===== config.mk =====
export PLATFORM = sky130hd
export DESIGN_NAME = mux_stream_sel_flat
export DESIGN_NICKNAME = d
export VERILOG_FILES = /design/src/rtl/mux_stream_sel_if.sv /design/src/rtl/mux_stream_sel.sv /design/src/flat_wrapper.sv
export SDC_FILE = /design/constraint.sdc
export NUM_CORES = 1
export LEC_CHECK = 0
export CAP_MARGIN = 20
export CORE_ASPECT_RATIO = 2
export CORE_MARGIN = 4
export CORE_UTILIZATION = 39
export DETAILED_ROUTE_END_ITERATION = 6
export PLACE_DENSITY = 0.8
export SLEW_MARGIN = 25
export SYNTH_ARGS = -nofsm -noshare
export SYNTH_HDL_FRONTEND = slang
export SYNTH_SLANG_ARGS = --single-unit

===== constraint.sdc =====
create_clock -name CLK -period 7.4 [get_ports CLK]
set_clock_uncertainty 0.05 [all_clocks]
set_input_delay 0.74 -clock CLK [delete_from_list [all_inputs] [get_ports CLK]]
set_output_delay 0.74 -clock CLK [all_outputs]
set_load 0.02 [all_outputs]

===== src/rtl/mux_stream_sel_if.sv =====
// Handshake bundle between producer streams, the channel selector and its consumer.
// The master side drives the channel inputs and consumer ready; the slave side is the selector.
interface mux_stream_sel_if #(
    parameter int WIDTH = 16,
    parameter int NCH   = 8,
    parameter int SELW  = 3
);
    logic [WIDTH*NCH-1:0] D;
    logic [NCH-1:0]       V;
    logic [NCH-1:0]       ACK;
    logic                 MODE;
    logic [SELW-1:0]      S;
    logic [WIDTH-1:0]     O;
    logic                 OV;
    logic [SELW-1:0]      OSEL;
    logic                 ORDY;

    modport master (
        output D, V, MODE, S, ORDY,
        input  ACK, O, OV, OSEL
    );

    modport slave (
        input  D, V, MODE, S, ORDY,
        output ACK, O, OV, OSEL
    );
endinterface


===== src/rtl/mux_stream_sel.sv =====
// N-channel registered stream selector: manual select or round-robin grant
// into a single output register with valid/ready back-pressure.
module mux_stream_sel #(
    parameter int WIDTH = 16,
    parameter int NCH   = 8,
    parameter int SELW  = 3
) (
    input  logic            CLK,
    input  logic            RST_N,
    mux_stream_sel_if.slave bus
);

    logic [WIDTH-1:0]     o_p1;
    logic                 vld_p1;
    logic [SELW-1:0]      osel_p1;
    logic [SELW-1:0]      ptr;
    logic [SELW-1:0]      ptr_nxt;
    logic                 ld;
    logic                 gnt_vld;
    logic [SELW-1:0]      gnt_idx;
    logic [SELW:0]        rr;
    logic [NCH-1:0]       v_sh;
    logic [WIDTH*NCH-1:0] d_sh;

    // First set valid at or after p, wrapping NCH-1 -> 0; returns {found, index}.
    function automatic logic [SELW:0] rr_pick(input logic [NCH-1:0] v, input logic [SELW-1:0] p);
        logic            found;
        logic [SELW-1:0] idx;
        logic [NCH-1:0]  sh;
        int              c;
        found = 1'b0;
        idx   = '0;
        for (int k = 0; k < NCH; k++) begin
            c = int'(p) + k;
            if (c >= NCH) c = c - NCH;
            sh = v >> c;
            if (!found && sh[0]) begin
                found = 1'b1;
                idx   = SELW'(c);
            end
        end
        return {found, idx};
    endfunction

    always_comb begin
        ld      = !vld_p1 || bus.ORDY;
        gnt_vld = 1'b0;
        gnt_idx = '0;
        rr      = '0;
        v_sh    = '0;
        if (bus.MODE) begin
            rr      = rr_pick(bus.V, ptr);
            gnt_vld = rr[SELW];
            gnt_idx = rr[SELW-1:0];
        end else begin
            v_sh    = bus.V >> bus.S;
            gnt_vld = (int'(bus.S) < NCH) && v_sh[0];
            gnt_idx = bus.S;
        end
        // Grants exist only when the output register can take a word and reset is released.
        if (!RST_N || !ld) gnt_vld = 1'b0;
    end

    assign d_sh    = bus.D >> (int'(gnt_idx) * WIDTH);
    assign ptr_nxt = (gnt_idx == SELW'(NCH - 1)) ? '0 : gnt_idx + SELW'(1);
    assign bus.ACK = gnt_vld ? (NCH'(1) << gnt_idx) : '0;

    // Stage p1: output register; a consumed word and the next grant swap in one edge.
    always_ff @(posedge CLK) begin
        if (!RST_N) begin
            o_p1    <= '0;
            vld_p1  <= 1'b0;
            osel_p1 <= '0;
            ptr     <= '0;
        end else if (ld) begin
            vld_p1 <= gnt_vld;
            if (gnt_vld) begin
                o_p1    <= d_sh[WIDTH-1:0];
                osel_p1 <= gnt_idx;
                if (bus.MODE) ptr <= ptr_nxt;
            end
        end
    end

    assign bus.O    = o_p1;
    assign bus.OV   = vld_p1;
    assign bus.OSEL = osel_p1;

endmodule


===== src/flat_wrapper.sv =====
// flat-port wrapper written by rule: the top's interface ports become plain ports
module mux_stream_sel_flat 
#(
    parameter int WIDTH = 16,
    parameter int NCH   = 8,
    parameter int SELW  = 3
)
  (CLK, RST_N, bus_D, bus_V, bus_MODE, bus_S, bus_ORDY, bus_ACK, bus_O, bus_OV, bus_OSEL);
  mux_stream_sel_if #(.WIDTH(WIDTH), .NCH(NCH), .SELW(SELW)) bus_i ();
  input  logic CLK;
  input  logic RST_N;
  input wire logic [$bits(bus_i.D)-1:0] bus_D;
  input wire logic [$bits(bus_i.V)-1:0] bus_V;
  input wire logic [$bits(bus_i.MODE)-1:0] bus_MODE;
  input wire logic [$bits(bus_i.S)-1:0] bus_S;
  input wire logic [$bits(bus_i.ORDY)-1:0] bus_ORDY;
  output wire logic [$bits(bus_i.ACK)-1:0] bus_ACK;
  output wire logic [$bits(bus_i.O)-1:0] bus_O;
  output wire logic [$bits(bus_i.OV)-1:0] bus_OV;
  output wire logic [$bits(bus_i.OSEL)-1:0] bus_OSEL;
  assign bus_i.D = bus_D;
  assign bus_i.V = bus_V;
  assign bus_i.MODE = bus_MODE;
  assign bus_i.S = bus_S;
  assign bus_i.ORDY = bus_ORDY;
  assign bus_ACK = bus_i.ACK;
  assign bus_O = bus_i.O;
  assign bus_OV = bus_i.OV;
  assign bus_OSEL = bus_i.OSEL;
  mux_stream_sel #(.WIDTH(WIDTH), .NCH(NCH), .SELW(SELW)) u_core (.CLK(CLK), .RST_N(RST_N), .bus(bus_i));
endmodule

==> Word-level counts from Yosys, hierarchy flattened <==
Cells that the tools add are included.
{ "word_totals": {"ff_bits": 23, "input_bits": 143, "output_inout_bits": 28, "word_cells": 105} }
{ "classes": {"addsub": 16, "n_lt_le_gt_ge": 8, "n_eq_ne": 1, "shifts": 11, "muxes": 44, "n_reduce_logical": 21} }
{ "ops": {"columns": ["cell", "count"], "rows": [
  ["two-way mux 32 bit", 16],
  [">> shifter 8 x 32 -> 1 bit", 8],
  [">= comparator 32 x 5 -> 1 bit (second input constant)", 7],
  ["subtractor 32 x 5 -> 32 bit (second input constant)", 7],
  [">> shifter 128 x 7 -> 16 bit", 1],
  ["two-way mux 3 bit", 10],
  ["two-way mux 1 bit", 17],
  ["adder 3 x 3 -> 4 bit (second input constant)", 4],
  ["logical NOT 1 bit", 10],
  ["adder 3 x 2 -> 4 bit (second input constant)", 2],
  ["two-way mux 8 bit", 1],
  ["<< shifter 1 x 3 -> 8 bit (first input constant)", 1],
  [">> shifter 8 x 3 -> 1 bit", 1],
  ["logical AND 1 bit", 7],
  ["subtractor 3 x 4 -> 5 bit (second input constant)", 1],
  ["adder 3 x 1 -> 4 bit (second input constant)", 1],
  [">= comparator 3 x 4 -> 1 bit (second input constant)", 1],
  ["adder 3 x 1 -> 3 bit (second input constant)", 1],
  ["== test 3 bit (second input constant)", 1],
  ["AND reduction 3 bit", 1],
  ["logical OR 1 bit", 2],
  ["AND reduction 2 bit", 1]
]} }

==> Depth between registers and ports, before layout <==
{ "logic_depth": {"ltp_word": 36, "depth_mapped": 19, "mapped_depth_nobuf": 14} }

==> Least setup slack after synthesis <==
Ideal clock, no wire load.
{ "synth_timing": {"path_kind": "register -> output", "from": "register u_core.ptr[1]", "to": "output port bus_ACK[5]", "t_arrival_ns": 3.893, "required_time_ns": 6.610, "slack_ns": 2.717, "stages_incl_launch_ff": 17, "n_path_buf": 4, "cell_sequence": "dfxtp_1 clkbuf_1 inv_1 ha_1 buf_6 mux4_2 mux2i_2 and3_1 nand3_1 a211o_1 and2_1 buf_6 inv_6 buf_6 ha_1 inv_1 nor3_1"} }
{ "synth_between": {"elab_chain_cells": 36, "elab_cells_between_ends": 89, "cone_classes": "15 x add/sub; 8 x order compare; 9 x shift; 43 x mux; 14 x reduce/logical"} }
{ "synth_lines": {"columns": ["item", "line_no", "text"], "rows": [
  ["start: declaration", "mux_stream_sel.sv:16", "logic [SELW-1:0] ptr;"],
  ["start signal: assignment", "mux_stream_sel.sv:80", "if (bus.MODE) ptr <= ptr_nxt;"],
  ["branches (longest 32 deep; another with subtractor 32 x 5 -> 32 bit)", null, null],
  ["two-way mux 3 bit *", "mux_stream_sel.sv:37", "if (!found && sh[0]) begin"],
  ["two-way mux 3 bit *", "mux_stream_sel.sv:51", "if (bus.MODE) begin"],
  ["via u_core.gnt_idx[0]", "mux_stream_sel.sv:20", "logic [SELW-1:0] gnt_idx;"],
  ["<< shifter 1 x 3 -> 8 bit *", "mux_stream_sel.sv:66", "assign bus.ACK = gnt_vld ? (NCH'(1) << gnt_idx) : '0;"],
  ["two-way mux 8 bit *", "mux_stream_sel.sv:66", null],
  ["end: declaration", "flat_wrapper.sv:17", "output wire logic [$bits(bus_i.ACK)-1:0] bus_ACK;"]
]} }
Mark *: on every way through the listed nets, which the timed path passes. The select of a mux whose other input is x is not followed.

==> Worst setup path in the final report <==
{ "layout_timing": {"from": "register u_core.ptr[1]", "to": "output port bus_ACK[3]"} }
{ "layout_between": {"elab_chain_cells": 36, "elab_cells_between_ends": 89, "cone_classes": "15 x add/sub; 8 x order compare; 9 x shift; 43 x mux; 14 x reduce/logical"} }
{ "layout_lines": {"columns": ["item", "line_no"], "rows": [
  ["branches (longest 35 deep; another with subtractor 32 x 5 -> 32 bit)", null],
  ["two-way mux 8 bit *", "mux_stream_sel.sv:66"]
]} }
Mark *: on every way between the ends. The select of a mux whose other input is x is not followed.

==> Flow_metrics.wiki <==
{| class="wikitable"
! Metric !! Value
|-
| Post-route DRC violation count || 0
|-
| Number of instances in the synthesized netlist || a little under 400
|-
| Boundary pin count || approximately 170
|-
| Crit. path cell count || 14
|-
| Ranking of synthesized cells by instance count || 47 x sky130_fd_sc_hd__nand2_1, 27 x sky130_fd_sc_hd__mux2i_1, 26 x sky130_fd_sc_hd__nor2_1
|-
| Share of layout cells above drive strength 1 || 0.08443
|-
| Clock Path Buffers || 2
|-
| Share of the synthesized area in the top cell type || 0.1414
|-
| Clock insertion delay at the later pin of the skew report || about 0.25 ns
|-
| Final-stage net count || a little under 700
|-
| Critical path's largest stage delay || 0.81 ns
|-
| Worst setup slack for register-to-register paths || roughly 1.8 ns
|-
| Horizontal die dimension || about 73 um
|-
| Number of global-route vias before repair || about 4,000
|-
| Crit path buf inv count || 4
|-
| P per Cell Area || between 150 and 200 mW/mm^2
|-
| Crit. Startpoint || u_core.ptr[1]$_SDFFE_PN0P_
|-
| CTS Buf Count || 3
|-
| Number of pins exceeding their max-slew limit in the final report || 0
|-
| Startpoint kind of the worst setup timing path || register
|-
| Worst slew margin relative to its limit || 0.4309
|-
| Root Driver || sky130_fd_sc_hd__clkbuf_16
|-
| Count of TritonRoute iterations in the first routing pass || 5
|-
| Largest net degree at the start of global routing || 34
|-
| Final hold vios || 0
|-
| Lkg Pwr || around 1.9 nW
|-
| Sequential fraction of the synthesis area || 0.1414
|-
| Die footprint || approximately 0.01 mm^2
|-
| Drt total wl || between 10,000 and 15,000 um
|-
| Routed via count || 3,877
|-
| Transition time at the pin with the least slew margin || ~0.85 ns
|-
| Leading post-synthesis cells by cell area || sky130_fd_sc_hd__dfxtp_1 14%, sky130_fd_sc_hd__mux4_2 10%, sky130_fd_sc_hd__mux2i_1 8.3%, sky130_fd_sc_hd__nand2_1 5.4%, sky130_fd_sc_hd__a211oi_1 4.6%
|-
| Library cell with the largest summed area after synthesis || sky130_fd_sc_hd__dfxtp_1
|-
| Total power || ~0.0009 W
|-
| Gpl congestion || 0.9590
|-
| Clock transition at the register clock pins on the worst setup and hold paths after CTS || about 0.06 ns
|-
| Max Clk Rate || around 160 MHz
|-
| Max cap viols || 0
|-
| VDD IR-drop max || ~0.10 mV
|-
| Cells traversed along the worst timing path || inv_1 > ha_1 > mux4_2 > mux2i_2 > and2_1 > nand4_1 > o22ai_1 > a21o_1 > inv_4 > ha_1 > ha_1 > inv_1 > nor2_1 > clkdlybuf4s50_1
|-
| Sum of overflow across all layers after global routing || 0
|-
| Post-synthesis sequential element count || 23
|-
| Synth cell types || between 50 and 60
|-
| Crit path arrival time || approximately 5.6 ns
|-
| Endpoint class of the critical path || output port
|-
| Run status || finished, final reports clean
|-
| Min Clock Period, post-route || approximately 6.4 ns
|-
| Data required time at the worst endpoint || roughly 6.6 ns
|-
| Worst setup path endpoint || bus_ACK[3]
|-
| Warning count from the yosys run || 0
|-
| Worst reg-to-reg path cell count || 12
|-
| Critical-path top delay cell || sky130_fd_sc_hd__ha_1
|-
| Critical R2R Launch || u_core.ptr[1]$_SDFFE_PN0P_
|-
| Starting Density || 0.4040
|-
| Synthesized area divided by synthesized cell count || approximately 8.4 um^2
|-
| Area growth, synth to finish || 52.77%
|-
| Antenna Violating Nets Remaining || 0
|-
| Total non-filler cell area in the finished layout || between 0.004 and 0.005 mm^2
|-
| Critical R2R Capture || u_core.bus.O[8]$_SDFFE_PN0P_
|-
| Global-route wire length before repair || 21,160 um
|-
| Antenna violations before repair || 0
|-
| Post-DP HPWL || roughly 12,000 um
|-
| Number of cells upsized or downsized after cts || 0
|-
| Share of flip-flops with an asynchronous set or reset after synthesis || 0
|-
| Number of sinks driven by the clock tree || 23
|-
| H-tree depth || 1
|-
| Count of antenna diodes in the layout || 0
|-
| CTS tree || yes
|-
| Worst-path maximum fanout || 25
|-
| Final clock period utilization by the worst path || 0.8628
|-
| Setup repair after global routing missed its margin || false
|-
| Cell type group with the largest total delay on the critical path || adder cells
|-
| Top FF cell, synth || sky130_fd_sc_hd__dfxtp_1
|-
| Path type of the worst min-delay path || reg2reg
|-
| Final setup viols || 0
|-
| Filler instances || ~720
|-
| Most frequent CP cell || sky130_fd_sc_hd__ha_1
|-
| Kind of critical path || reg2out
|-
| Most instantiated library cell after synthesis || sky130_fd_sc_hd__nand2_1
|-
| Synthesized area || approximately 0.0033 mm^2
|-
| Post-synth EDFFs || 0
|-
| Iter 0 DRT Violations || slightly below 300
|-
| Worst Hold Margin || around 0.43 ns
|-
| # hold bufs at CTS || 0
|-
| Post-place instance area || slightly below 0.005 mm^2
|-
| Floorplan Core Area || around 0.0081 mm^2
|-
| Rows || between 40 and 50
|-
| Total Routing Usage GR || 0.2803
|-
| Count of input and output buffers || 170
|-
| Post-detailed-route wirelength per cell || 22.73 um
|-
| Aggregate negative setup slack || 0 ns
|-
| Post-synthesis net count || between 500 and 600
|-
| Vias per cell || ~6
|-
| Number of setup buffers added after CTS || 0
|-
| Vertical extent of the die || 137.2 um
|}
## kinds of logic (layout without fill, tap and decap cells)
family                     after synthesis  in the layout  synth area share
AOI/OAI and AO/OA                      116            116            0.3013
xor gates and xnor gates                 1              1          0.002691
and+or+nand+nor                        122            122            0.1733
buffers and inverters                   58            203           0.09800
muxes                                   56             56            0.2371
DFF                                     23             23            0.1414
adders and majority gates               12             12           0.04612
## worst reg2reg max path: stages (launching register included)
cell                        delay, ns
sky130_fd_sc_hd__dfxtp_1         0.55
sky130_fd_sc_hd__inv_1           0.24
sky130_fd_sc_hd__ha_1            0.81
sky130_fd_sc_hd__mux4_2          0.68
sky130_fd_sc_hd__mux2i_2         0.35
sky130_fd_sc_hd__and2_1          0.22
sky130_fd_sc_hd__nand4_1         0.12
sky130_fd_sc_hd__o22ai_1         0.70
sky130_fd_sc_hd__a21o_1          0.33
sky130_fd_sc_hd__inv_4           0.20
sky130_fd_sc_hd__nor2_1          0.65
sky130_fd_sc_hd__a311oi_1        0.32
sky130_fd_sc_hd__a2bb2oi_1       0.21
## power by group
group / leakage [nW] / internal, W / total, W / switching, W
clock network: 0.0382 / 0.0000735 / 0.000117 / 0.0000434
registers: 0.191 / 0.000151 / 0.000169 / 0.0000188
logic: 1.66 / 0.000273 / 0.000598 / 0.000325
total: 1.89 / 0.000497 / 0.000884 / 0.000387
## per-stage QoR
stage	utilization	setup slack, ns	instances
global placement	0.6075	1.547	625
CTS	0.6172	1.062	629
global route	0.6172	0.6912	629
floorplan	-	2.717	388
detailed placement	0.6075	1.339	625
finish	0.6172	1.015	629
## registers in the layout, summed over array words and instances (netlist names)
signal	count
u_core.bus.OSEL	3
u_core.bus.OV	1
u_core.ptr	3
u_core.bus.O	16
## area by class of cell
| cell class | instances | area (um^2) | share of cell area |
|---|---|---|---|
| tap | 96 | 120.1 | 0.02415 |
| sequential | 23 | 460.4 | 0.09258 |
| inverter | 24 | 97.59 | 0.01962 |
| timing repair buffer | 175 | 1739 | 0.3497 |
| multi-input combinational | 307 | 2477 | 0.4981 |
| clock buffer | 4 | 78.83 | 0.01585 |
## metal layers
| layer | routed length, um | up-vias | GRT usage |
|---|---|---|---|
| met5 | 0 | - | 0 |
| met4 | 680 | 0 | 0.1242 |
| met3 | 978 | 36 | 0.03944 |
| met2 | 8215 | 212 | 0.5624 |
| met1 | 4423 | 1835 | 0.2675 |
| li1 | - | 1794 | - |
## cells in the final DEF (no fill, tap or decap), drive strengths merged, types with 2 or more instances in the layout
master / n
a21oi: 6
inv: 24
buf: 5
nand2: 47
dfxtp: 23
o211ai: 2
mux2: 13
and2: 5
o22ai: 2
o21ai: 8
mux2i: 28
a2bb2oi: 10
clkbuf: 4
a22oi: 4
nor2b: 3
a21boi: 10
a222oi: 9
nand3: 10
o2bb2ai: 2
ha: 12
a21o: 2
mux4: 15
nand4: 5
clkdlybuf4s50: 170
nand2b: 4
a32o: 4
a31oi: 5
a211oi: 20
a311oi: 13
a221o: 4
nor3: 4
a2111oi: 9
nor2: 28
and3: 13
## worst min path at each step
stage,from,endpoint,slack [ns],cells after the start
final,u_core.bus.OSEL[1]$_SDFFE_PN0P_,u_core.bus.OSEL[1]$_SDFFE_PN0P_,0.43,2
after global routing,u_core.bus.O[9]$_SDFFE_PN0P_,u_core.bus.O[9]$_SDFFE_PN0P_,0.45,1
after floorplan,u_core.bus.OSEL[0]$_SDFFE_PN0P_,u_core.bus.OSEL[0]$_SDFFE_PN0P_,0.50,2
after global placement,u_core.bus.OSEL[1]$_SDFFE_PN0P_,u_core.bus.OSEL[1]$_SDFFE_PN0P_,0.40,2
after CTS,u_core.bus.OSEL[1]$_SDFFE_PN0P_,u_core.bus.OSEL[1]$_SDFFE_PN0P_,0.43,2
after detailed placement,u_core.bus.OSEL[1]$_SDFFE_PN0P_,u_core.bus.OSEL[1]$_SDFFE_PN0P_,0.42,2
Note: power is estimated with default switching activity, not from simulation.
